### config.mk
export PLATFORM = sky130hd
export DESIGN_NAME = error_status_tracker
export DESIGN_NICKNAME = d
export VERILOG_FILES = /design/src/rtl/error_status_tracker.sv
export SDC_FILE = /design/constraint.sdc
export NUM_CORES = 1
export LEC_CHECK = 0
export ABC_AREA = 1
export BUFFER_PORTS_ARGS = -buffer_cell sky130_fd_sc_hd__buf_2
export CORE_AREA = 2 2 39 41
export DETAILED_ROUTE_END_ITERATION = 12
export DIE_AREA = 0 0 41 43
export PLACE_DENSITY = 0.71
export SLEW_MARGIN = 20
export SYNTH_ARGS = -nofsm -noshare
export SYNTH_HDL_FRONTEND = slang
export SYNTH_SLANG_ARGS = --single-unit
### constraint.sdc
create_clock -name clk -period 1.3 [get_ports clk]
set_input_delay 0.13 -clock clk [delete_from_list [all_inputs] [get_ports clk]]
set_output_delay 0.13 -clock clk [all_outputs]
set_load 0.01 [all_outputs]
### src/rtl/error_status_tracker.sv
// Error status stage after the calculator error encoder: holds the first unacknowledged error, sticky flags, optional counters (ERR_COUNT_EN).
// Latency: all outputs registered, one cycle after the sampling edge; no combinational input-to-output paths.
// Backpressure: none; an error arriving while one is pending is recorded only in err_sticky/err_lost (and the counters).
module error_status_tracker #(
    parameter int CNT_W = 8
) (
    input  logic             clk,
    input  logic             rst,
    input  logic             op_valid,
    input  logic [1:0]       err_code,
    input  logic             clear,
    input  logic             rd_ack,
    output logic             err_pending,
    output logic [1:0]       err_latched,
    output logic [1:0]       err_sticky,
    output logic             err_lost,
    output logic [CNT_W-1:0] ovf_count,
    output logic [CNT_W-1:0] dbz_count
);

    typedef enum logic {
        IDLE    = 1'b0,
        PENDING = 1'b1
    } stateT;

    stateT      state;
    stateT      stateNext;
    logic [1:0] latchedNext;
    logic       lostNext;
    logic       errEvent;

    assign errEvent    = op_valid && (err_code != 2'b00);
    assign err_pending = (state == PENDING);

    always_ff @(posedge clk) begin
        if (rst || clear) begin
            state       <= IDLE;
            err_latched <= 2'b00;
            err_sticky  <= 2'b00;
            err_lost    <= 1'b0;
        end else begin
            state       <= stateNext;
            err_latched <= latchedNext;
            err_lost    <= lostNext;
            if (errEvent) begin
                err_sticky <= err_sticky | err_code;
            end
        end
    end

    always_comb begin
        stateNext   = state;
        latchedNext = err_latched;
        lostNext    = err_lost;
        case (state)
            IDLE: begin
                if (errEvent) begin
                    latchedNext = err_code;
                    stateNext   = PENDING;
                end
            end
            PENDING: begin
                // An ack in the same cycle as a new error retires the old one first,
                // so the new code takes its place and nothing is lost.
                if (rd_ack && !errEvent) begin
                    latchedNext = 2'b00;
                    stateNext   = IDLE;
                end else if (rd_ack && errEvent) begin
                    latchedNext = err_code;
                end else if (errEvent) begin
                    lostNext = 1'b1;
                end
            end
            default: begin
                stateNext   = IDLE;
                latchedNext = 2'b00;
            end
        endcase
    end

`ifdef ERR_COUNT_EN
    logic [CNT_W-1:0] ovfCnt;
    logic [CNT_W-1:0] dbzCnt;

    // Saturating counters: hold at all-ones rather than wrap.
    always_ff @(posedge clk) begin
        if (rst || clear) begin
            ovfCnt <= '0;
            dbzCnt <= '0;
        end else begin
            if (errEvent && err_code[1] && (ovfCnt != {CNT_W{1'b1}})) begin
                ovfCnt <= ovfCnt + 1'b1;
            end
            if (errEvent && err_code[0] && (dbzCnt != {CNT_W{1'b1}})) begin
                dbzCnt <= dbzCnt + 1'b1;
            end
        end
    end

    assign ovf_count = ovfCnt;
    assign dbz_count = dbzCnt;
`else
    assign ovf_count = '0;
    assign dbz_count = '0;
`endif

endmodule

==> results of run 1 <==
[synthesized netlist by cell type]
master and n:
o21ai_1 2, nand3_1 2, inv_1 6, clkinv_1 1, dfxtp_1 6, buf_4 16
nand2_1 10, a21oi_1 2, nor2_2 1, conb_1 1, nand2_2 1, nor2_1 5
inv_2 1, or2_4 1
[layer usage]
metal | share of wire (%) | wire [um] | up-vias | track usage, %
met5 | 0 | 0 | - | 0
met4 | 6.1 | 36 | 0 | 12.0
met3 | 11 | 65 | 4 | 1.57
met2 | 45 | 266 | 21 | 10.9
met1 | 37 | 219 | 136 | 6.73
li1 | - | - | 159 | -
[kinds of logic after synthesis]
logic type             Yosys count  synth area share [%]
other                            1                 0.983
and+or+nand+nor                 20                  23.0
AOI/OAI and AO/OA                4                  5.25
buffers and inverters           24                  39.3
DFF                              6                  31.5
[metrics by stage]
step / utilization [%] / cell area (um2) / instances
finish: 30.4 / 420 / 85
global placement: 28.8 / 398 / 82
detailed placement: 28.8 / 398 / 82
global route: 30.4 / 420 / 85
floorplan: - / 438 / 70
CTS: 30.4 / 420 / 85
[how the worst min path moves through the flow]
stage,start,end,slack [ps],depth (start not counted)
3_5_place_dp,rst,err_latched[0],430,4
2_1_floorplan,rst,err_latched[0],310,3
6_report,rst,err_latched[0],160,4
5_1_grt,rst,err_latched[0],190,4
4_1_cts,rst,err_latched[0],170,4
3_3_place_gp,rst,err_latched[0],420,4
[cells in the final DEF, fill, tap and decap left out, drive strengths merged]
master and count:
conb 16, clkbuf 3, nand3 2, clkinv 1, dfxtp 6, or2 1
inv 7, nand2 11, a21oi 2, buf 12, nor2 6, o21ai 2
[final cells by class]
class	count	area, um2	share of cell area [%]
flip-flops and latches	6	120	28.6
repair buffers	12	60.1	14.3
well taps	16	20.0	4.76
inverters	8	30.0	7.14
clock buffers	3	22.5	5.36
multi-input cells	40	168	39.9
[registers in the layout (all words and copies together) (netlist names)]
signal       count
err_latched      2
err_lost         1
err_pending      1
err_sticky       2
[worst register-to-register path, stage by stage (launching register included)]
cell and delay (ps):
dfxtp_1 340, inv_1 80, or2_4 250, nand2_2 70
nand2_1 50, nand2_1 50, nor2_1 30
[report_power, final]
group	total (mW)	leakage [nW]	switching (mW)	internal, mW
clock network	0.172	0.0138	0.0680	0.104
registers	0.195	0.0489	0.00363	0.192
logic	0.0742	0.201	0.0514	0.0228
total	0.442	0.264	0.123	0.319
==> impl_summary.txt, run 1 <==
----------------------------------------------------
[Route]
  Routed vias/inst ... about 3.8
  Total Wirelength ... just under 600 um
  Number of detailed-route iterations in the first pass ... 2
  Total via count in the routed design ... 320
  Drt initial violations ... 1
  Number of remaining DRC errors ... 0
  Antenna Violating Nets Remaining ... 0
  Routed length per placed instance ... just under 7 um

[Critical path]
  WS Path Type ... reg -> reg
  Arrival time reported for the critical path endpoint ... roughly 1100 ps
  Origin of the critical flop-to-flop path ... err_pending
  Combined buffer and inverter count along the critical path ... 1
  R2r setup slk ... 330 ps
  Required time at the endpoint of the critical path ... 1440 ps
  Most frequent CP cell ... nand2_1
  CP startpoint ... err_pending
  Cells along the critical path ... inv_1 > or2_4 > nand2_2 > nand2_1 > nand2_1 > nor2_1
  Startpoint kind of the worst setup timing path ... flop
  Top delay family on crit path ... simple AND/OR/NAND/NOR gates
  Stages on worst setup path ... 6
  Cell at the slowest stage of the critical path ... dfxtp_1
  Maximum single-stage delay on the critical path ... ~340 ps
  CP Max Fanout ... 4
  Last element of the critical path ... err_latched[0]
  Length in cells of the worst reg-to-reg path ... 6
  Setup crit end kind ... flop
  R2r endpoint ... err_latched[0]

[Placed design]
  Worst Setup Slack post-DPL ... about 330 ps
  HPWL reported at the end of detailed placement ... 465 um
  Count of buffers from port buffering ... 12
  RePlAce Congestion ... between 0.6 and 0.7

[Final layout]
  Final antenna diode count ... 0
  Layout Nets ... 78
  Layout cells sized above 1 ... approximately 28%
  Filler Cell Count ... about 150
  Area growth syn-to-layout ... 10.2%

[GRT]
  Number of antenna violations at the first check in global routing ... 0
  Total routing resource utilization after global routing ... around 7.7%
  Via count of the first global-routing pass ... 227
  Residual overflow from global routing ... 0
  Global-route wire length before repair ... a little over 800 um
  Pin count of the biggest net entering global routing ... 5

[Worst hold path]
  HP Class ... in -> reg

[Power and ir drop]
  Total power after layout ... 0.442 mW
  Power per Cell Area ... roughly 1100 nW/um2
  Peak supply drop ... between 0.4 and 0.5 mV
  Lkg Pwr ... roughly 0.26 nW

[Yosys]
  Sequential area share after synthesis ... roughly a third
  Number of synthesized register bits ... 6
  Count of unique library cells instantiated by Yosys ... 14
  Area fraction of the dominant cell type after synthesis ... a little under a third
  Syn Area/Cell ... 6.94 um2
  Number of warning messages in the yosys log ... 0
  Cells taking the most area after synthesis ... dfxtp_1 (31%), buf_4 (31%), nand2_1 (9.8%)
  Top cell type by total area after synthesis ... dfxtp_1
  Combined area of all synthesized cells ... 382 um2
  Gate count of the mapped netlist ... between 50 and 60

[Clock tree]
  Clock Sink Count ... 6
  Total number of H-tree levels ... 1
  Max Root-Sink Buffers ... 2
  Clk Tree Root Cell ... clkbuf_4
  CTS hold repair buffers ... 0
  Clock transition at the registers of the reported paths ... approximately 50 ps
  # Post-CTS Setup Buffers ... 0
  Inserted Clock Buffers ... 3
  TritonCTS clock tree ... built
  Post-cts sizing count ... 0
  Clock latency on the worst-skew pair ... between 200 and 250 ps

[Status]
  Status ... finished, final reports clean

[STA]
  Final critical path time including I/O delays and setup ... 972 ps
  Worst Slack Setup Final ... ~330 ps
  Share of the cycle needed by the critical path after routing ... around 75%
  Number of failing hold endpoints at the final stage ... 0
  Post-Route Hold Slack ... 164 ps
  Final Max Tran Viols ... 0
  RSZ-0062 raised after global routing ... false
  Total Negative Setup Slacks ... 0 ps
  Final worst clock skew ... about 2.1 ps
  Setup violations, final ... 0
  Maximum clock rate ... a little over 1000 MHz

[Job]
  MaxCap Viol Count ... 0

[Floorplan]
  Vertical die dimension ... ~43 um
  Effective utilization at floorplan ... 27.6%
  Io pins ... 29
  Overall die area ... approximately 1800 um2
  Total core area ... 1380 um2
  Number of placement rows ... 14
  Die Width ... 41 um

----------------------------------------------------
Power figures use the tool's default switching activity.
==> run 2: changes to the inputs <==
- clock period: 1.3 -> 0.9 ns (I/O delays scaled with it)
==> run 2 against run 1 <==
Compared with the run above: clock power increased by 38%; clock skew up 0.59 ps; utilization up 1.8 points; fmax up 8.3%; total power rose by 45%; count of clock-buffer cells in the layout did not move; largest power group unchanged; die area is the same; final cell count rose by 2.4%; worst hold slack worse by 42 ps; worst setup slack got worse by 330 ps; critical endpoint unchanged; cell area increased by 6.0%.
==> impl_summary.txt, run 2 (synthesis results as in run 1) <==
----------------------------------------------------
[Status]
  Status ... finished, final reports clean (unchanged)

[Final layout]
  Non-filler instance count after layout ... 87 (was 85)
  Final non-filler cell area ... 445 um2 (was 420 um2)
  Area growth syn-to-layout ... 16.7% (was 10.2%)
  Registers with the most flip-flops ... err_latched x2, err_sticky x2 (unchanged)
  Layout cells sized above 1 ... 33.8% (was 27.5%)
  Top library cells by usage in the layout, fill and taps aside ... conb_1 (16), buf_2 (11), nand2_1 (9) (was conb_1 (16), buf_2 (12), nand2_1 (10))
  Final antenna diode count ... 0 (unchanged)
  Leading cell type in the layout, fill and taps excluded ... conb_1 (unchanged)
  Post-layout utilization of the core ... 32.2% (was 30.4%)
  Layout Nets ... 80 (was 78)

[Route]
  Routed length per placed instance ... 6.45 um (was 6.91 um)
  Antenna Violating Nets Remaining ... 0 (unchanged)
  Number of detailed-route iterations in the first pass ... 2 (unchanged)
  Total via count in the routed design ... 310 (was 320)
  Number of remaining DRC errors ... 0 (unchanged)
  Drt initial violations ... 1 (unchanged)
  Routed vias/inst ... 3.56 (was 3.76)
  Total Wirelength ... 561 um (was 587 um)

[Clock tree]
  Inserted Clock Buffers ... 3 (unchanged)
  CTS hold repair buffers ... 0 (unchanged)
  Total number of H-tree levels ... 1 (unchanged)
  TritonCTS clock tree ... built (unchanged)
  Clock Sink Count ... 6 (unchanged)
  Clock transition at the registers of the reported paths ... 40 ps (was 50 ps)
  Max Root-Sink Buffers ... 2 (unchanged)
  Clk Tree Root Cell ... clkbuf_4 (unchanged)
  # Post-CTS Setup Buffers ... 0 (unchanged)
  Clock latency on the worst-skew pair ... 240 ps (about the same)

[Floorplan]
  Vertical die dimension ... 43 um (unchanged)
  Effective utilization at floorplan ... 27.6% (unchanged)
  Total core area ... 1380 um2 (unchanged)
  Overall die area ... 1760 um2 (unchanged)
  Number of placement rows ... 14 (unchanged)
  Io pins ... 29 (unchanged)
  Die Width ... 41 um (unchanged)

[Job]
  MaxCap Viol Count ... 0 (unchanged)

[GRT]
  Global-route wire length before repair ... 890 um (was 828 um)
  Pin count of the biggest net entering global routing ... 5 (unchanged)
  Total routing resource utilization after global routing ... 7.65% (was 7.72%)
  Residual overflow from global routing ... 0 (unchanged)
  Number of antenna violations at the first check in global routing ... 0 (unchanged)
  Via count of the first global-routing pass ... 248 (was 227)

[Power and ir drop]
  Sequential fraction of design power ... 44.2% (about the same)
  Int Pwr ... 0.469 mW (was 0.319 mW)
  Lkg Pwr ... 0.275 nW (was 0.264 nW)
  Proportion of power drawn by the clock network ... 37.2% (was 39.0%)
  Power per Cell Area ... 1430 nW/um2 (was 1050 nW/um2)
  Total power after layout ... 0.639 mW (was 0.442 mW)
  Switching power summed over all nets ... 0.169 mW (was 0.123 mW)
  Switching share of power ... 26.5% (was 27.8%)
  Relative contribution of combinational cells to total power ... 18.6% (was 16.8%)
  Peak supply drop ... 0.830 mV (was 0.497 mV)

[STA]
  Share of the cycle needed by the critical path after routing ... 99.7% (was 74.7%)
  Number of failing hold endpoints at the final stage ... 0 (unchanged)
  RSZ-0062 raised after global routing ... true (was false)
  Final Max Tran Viols ... 0 (unchanged)
  Post-Route Hold Slack ... 122 ps (was 164 ps)
  Final critical path time including I/O delays and setup ... 897 ps (was 972 ps)
  Final worst clock skew ... 2.73 ps (was 2.14 ps)
  Worst Slack Setup Final ... 3.12 ps (was 328 ps)
  Setup violations, final ... 0 (unchanged)
  Maximum clock rate ... 1110 MHz (was 1030 MHz)
  Total Negative Setup Slacks ... 0 ps (unchanged)

[Placed design]
  HPWL reported at the end of detailed placement ... 496 um (was 465 um)
  Number of placed cells counting well taps ... 84 (was 82)
  Count of buffers from port buffering ... 12 (unchanged)
  Area after DPL ... 414 um2 (was 398 um2)
  Worst Setup Slack post-DPL ... -7.67 ps (was 333 ps)
  RePlAce Congestion ... 0.646 (was 0.674)

[Critical path]
  CP Max Fanout ... 4 (unchanged)
  Startpoint kind of the worst setup timing path ... flop (unchanged)
  R2r setup slk ... 3 ps (was 330 ps)
  Arrival time reported for the critical path endpoint ... 1030 ps (was 1110 ps)
  Required time at the endpoint of the critical path ... 1030 ps (was 1440 ps)
  Setup crit end kind ... flop (unchanged)
  WS Path Type ... reg -> reg (unchanged)

[Worst hold path]
  HP Class ... in -> reg (unchanged)

----------------------------------------------------
-- run 2: repair_timing --
item                       CTS  global route
setup endpoints to repair    2             3
gates resized for setup      1             1
pin swaps                    1             0
-- run 2: path summary, 6_finish.rpt --
kind,start,endpoint,cells after the start
hold reg to reg,err_sticky[0],err_sticky[0],2
setup reg to reg,err_pending,err_latched[0],6
setup / recovery,err_pending,err_latched[0],6
hold / removal,rst,err_latched[0],4
-- run 2: layout make-up --
cell class | instances | area, um2
clock buffer | 3 | 22.5
fill | 156 | 938
inverter | 8 | 30.0
multi-input combinational | 40 | 170
sequential | 6 | 121
tap | 16 | 20.0
timing repair buffer | 14 | 81.3
-- run 2: critical path: stages, from the launching register on --
cell	delay, ps
dfxtp_2	320
inv_2	40
or2_4	240
nand2_2	70
nand2_2	40
nand2_1	50
nor2_1	40
-- run 2: layer usage --
metal	share of wire, %	vias to the layer above	wire length, um	track usage [%]
met5	0	-	0	0
met3	12	0	66	3.14
li1	-	165	-	-
met4	0	0	0	6.00
met2	52	20	292	11.3
met1	36	125	202	8.09
-- run 2: power by group through the flow --
| stage | sequential [mW] | combinational (mW) | clock [mW] |
|---|---|---|---|
| after floorplan | 0.292 | 0.123 | 0 |
| after global placement | 0.287 | 0.111 | 0 |
| after detailed placement | 0.287 | 0.113 | 0 |
| after CTS | 0.282 | 0.117 | 0.253 |
| after global routing | 0.283 | 0.139 | 0.270 |
| final | 0.282 | 0.119 | 0.238 |
==> run 3: changes to the inputs <==
- ABC_AREA: 1 -> default
- PLACE_DENSITY: 0.71 -> 0.7
==> run 3 against run 2 <==
Compared with the run above: sequential power barely moved; sequential cell count did not move; total power fell by 0.53%; register-to-register slack improved by 40 ps; worst setup slack improved by 43 ps; non-clock buffer count fell by 1; utilization fell by 1.6 points; critical path type unchanged; critical endpoint unchanged.
==> impl_summary.txt, run 3 <==
----------------------------------------------------
[STA]
  Final critical path time including I/O delays and setup ... 854 ps (was 897 ps)
  RSZ-0062 raised after global routing ... false (was true)
  Final worst clock skew ... 1.21 ps (was 2.73 ps)
  Number of failing hold endpoints at the final stage ... 0 (unchanged)
  Share of the cycle needed by the critical path after routing ... 94.9% (was 99.7%)
  Post-Route Hold Slack ... 140 ps (was 122 ps)
  Total Negative Setup Slacks ... 0 ps (unchanged)
  Final Max Tran Viols ... 0 (unchanged)
  Setup violations, final ... 0 (unchanged)
  Maximum clock rate ... 1170 MHz (was 1110 MHz)

[Power and ir drop]
  Lkg Pwr ... 0.222 nW (was 0.275 nW)
  Total power after layout ... 0.635 mW (was 0.639 mW)
  Power per Cell Area ... 1500 nW/um2 (was 1430 nW/um2)
  Peak supply drop ... 0.514 mV (was 0.830 mV)

[Placed design]
  Number of placed cells counting well taps ... 73 (was 84)
  HPWL reported at the end of detailed placement ... 554 um (was 496 um)
  Area after DPL ... 398 um2 (was 414 um2)
  Count of buffers from port buffering ... 12 (unchanged)
  RePlAce Congestion ... 0.672 (was 0.646)

[Final layout]
  Non-filler instance count after layout ... 76 (was 87)
  Layout cells sized above 1 ... 31.7% (was 33.8%)
  Final antenna diode count ... 0 (unchanged)
  Area of the multi-input gates ... 189 um2 (was 170 um2)
  Registers with the most flip-flops ... err_latched x2, err_sticky x2 (unchanged)
  Area growth syn-to-layout ... 12.3% (was 16.7%)
  Filler Cell Count ... 154 (was 156)
  Layout Nets ... 69 (was 80)
  Final non-filler cell area ... 423 um2 (was 445 um2)
  Leading cell type in the layout, fill and taps excluded ... conb_1 (unchanged)
  Area taken by flip-flops and latches ... 124 um2 (was 121 um2)
  Top library cells by usage in the layout, fill and taps aside ... conb_1 (16), buf_2 (12), a21oi_1 (7) (was conb_1 (16), buf_2 (11), nand2_1 (9))

[Status]
  Status ... finished, final reports clean (unchanged)

[Clock tree]
  Max Root-Sink Buffers ... 2 (unchanged)
  TritonCTS clock tree ... built (unchanged)
  Clk Tree Root Cell ... clkbuf_4 (unchanged)
  CTS hold repair buffers ... 0 (unchanged)
  Clock latency on the worst-skew pair ... 240 ps (about the same)
  Total number of H-tree levels ... 1 (unchanged)
  Clock transition at the registers of the reported paths ... 50 ps (was 40 ps)
  # Post-CTS Setup Buffers ... 0 (unchanged)
  Inserted Clock Buffers ... 3 (unchanged)
  Clock Sink Count ... 6 (unchanged)

[Route]
  Number of detailed-route iterations in the first pass ... 4 (was 2)
  Total Wirelength ... 684 um (was 561 um)
  Routed vias/inst ... 4.00 (was 3.56)
  Antenna Violating Nets Remaining ... 0 (unchanged)
  Total via count in the routed design ... 304 (was 310)
  Drt initial violations ... 3 (was 1)
  Number of remaining DRC errors ... 0 (unchanged)
  Routed length per placed instance ... 9.00 um (was 6.45 um)

[Yosys]
  Top cell type by total area after synthesis ... dfxtp_1 (unchanged)
  Sequential area share after synthesis ... 31.9% (was 31.5%)
  Syn Area/Cell ... 8.19 um2 (was 6.94 um2)
  Cells taking the most area after synthesis ... dfxtp_1 (32%), buf_4 (32%), a21oi_1 (9.3%) (was dfxtp_1 (31%), buf_4 (31%), nand2_1 (9.8%))
  Share of flip-flops with an asynchronous set or reset ... 0% (unchanged)
  Area fraction of the dominant cell type after synthesis ... 31.9% (was 31.5%)
  Count of unique library cells instantiated by Yosys ... 17 (was 14)
  Gate count of the mapped netlist ... 46 (was 55)
  Most frequently used cell type in the post-synthesis netlist ... buf_4 (unchanged)
  Combined area of all synthesized cells ... 377 um2 (was 382 um2)
  Count of flip-flops with a built-in enable after synthesis ... 0 (unchanged)
  Commonest cells post-synth ... buf_4 (16), a21oi_1 (7), dfxtp_1 (6) (was buf_4 (16), nand2_1 (10), dfxtp_1 (6), inv_1 (6), nor2_1 (5))
  Number of warning messages in the yosys log ... 0 (unchanged)
  Number of synthesized register bits ... 6 (unchanged)
  Flip-flop cell with the highest count after synthesis ... dfxtp_1 (unchanged)

[GRT]
  Total routing resource utilization after global routing ... 9.26% (was 7.65%)
  Number of antenna violations at the first check in global routing ... 0 (unchanged)
  Via count of the first global-routing pass ... 274 (was 248)
  Residual overflow from global routing ... 0 (unchanged)
  Global-route wire length before repair ... 1.06 mm (was 890 um)
  Pin count of the biggest net entering global routing ... 9 (was 5)

[Floorplan]
  Die Width ... 41 um (unchanged)
  Io pins ... 29 (unchanged)
  Number of placement rows ... 14 (unchanged)
  Effective utilization at floorplan ... 27.2% (was 27.6%)
  Total core area ... 1380 um2 (unchanged)
  Overall die area ... 1760 um2 (unchanged)
  Vertical die dimension ... 43 um (unchanged)

[Critical path]
  Required time at the endpoint of the critical path ... 1030 ps (about the same)
  WS Path Type ... reg -> reg (unchanged)
  Setup crit end kind ... flop (unchanged)
  Startpoint kind of the worst setup timing path ... flop (unchanged)
  Arrival time reported for the critical path endpoint ... 990 ps (was 1030 ps)
  CP Max Fanout ... 8 (was 4)

[Worst hold path]
  HP Class ... in -> reg (unchanged)

[Job]
  MaxCap Viol Count ... 0 (unchanged)

----------------------------------------------------
run 3: final timing paths:
path	startpoint	to	slack, ps	cells after the start
setup / recovery	err_pending	err_latched[0]	50	3
hold / removal	err_code[1]	err_latched[1]	140	3
setup reg to reg	err_pending	err_latched[0]	50	3
hold reg to reg	err_sticky[1]	err_sticky[1]	470	2
run 3: area by class of cell:
class | count | area share, %
sequential | 6 | 29.3
multi-input combinational | 38 | 44.7
tap | 16 | 4.73
timing repair buffer | 13 | 16.0
clock buffer | 3 | 5.33
run 3: stage by stage:
step	util [%]	setup slack (ps)
finish	30.6	45.8
global route	30.6	16.5
CTS	30.4	17.4
detailed placement	28.8	25.5
global placement	28.8	58.4
floorplan	-	39.0
run 3: timing repair:
item | in CTS | in global routing
gates resized for setup | 0 | 1
setup endpoints to repair | 0 | 1
endpoints found under the hold margin | 0 | 0
run 3: cells by family after synthesis:
logic type | Yosys count | share of synthesized area [%]
other | 1 | 0.996
buffers and inverters | 17 | 32.9
DFF | 6 | 31.9
AOI/OAI and AO/OA | 11 | 17.6
and+or+nand+nor | 11 | 16.6
run 3: where the power goes:
group / internal (mW) / leakage, nW / switching (mW)
registers: 0.274 / 0.0496 / 0.00664
clock network: 0.151 / 0.0138 / 0.0959
logic: 0.0367 / 0.159 / 0.0710
total: 0.462 / 0.222 / 0.174
run 3: critical path: stages (launching register included):
cell	delay, ps
dfxtp_4	360
nand3b_1	150
a21oi_1	180
nor4_2	50
run 3: metal layers:
metal,global-route usage [%],up-vias,part of all wire [%]
met2,14.1,23,49
met3,2.62,0,12
met1,8.77,134,38
met5,0,-,0
li1,-,147,-
met4,10.0,0,0
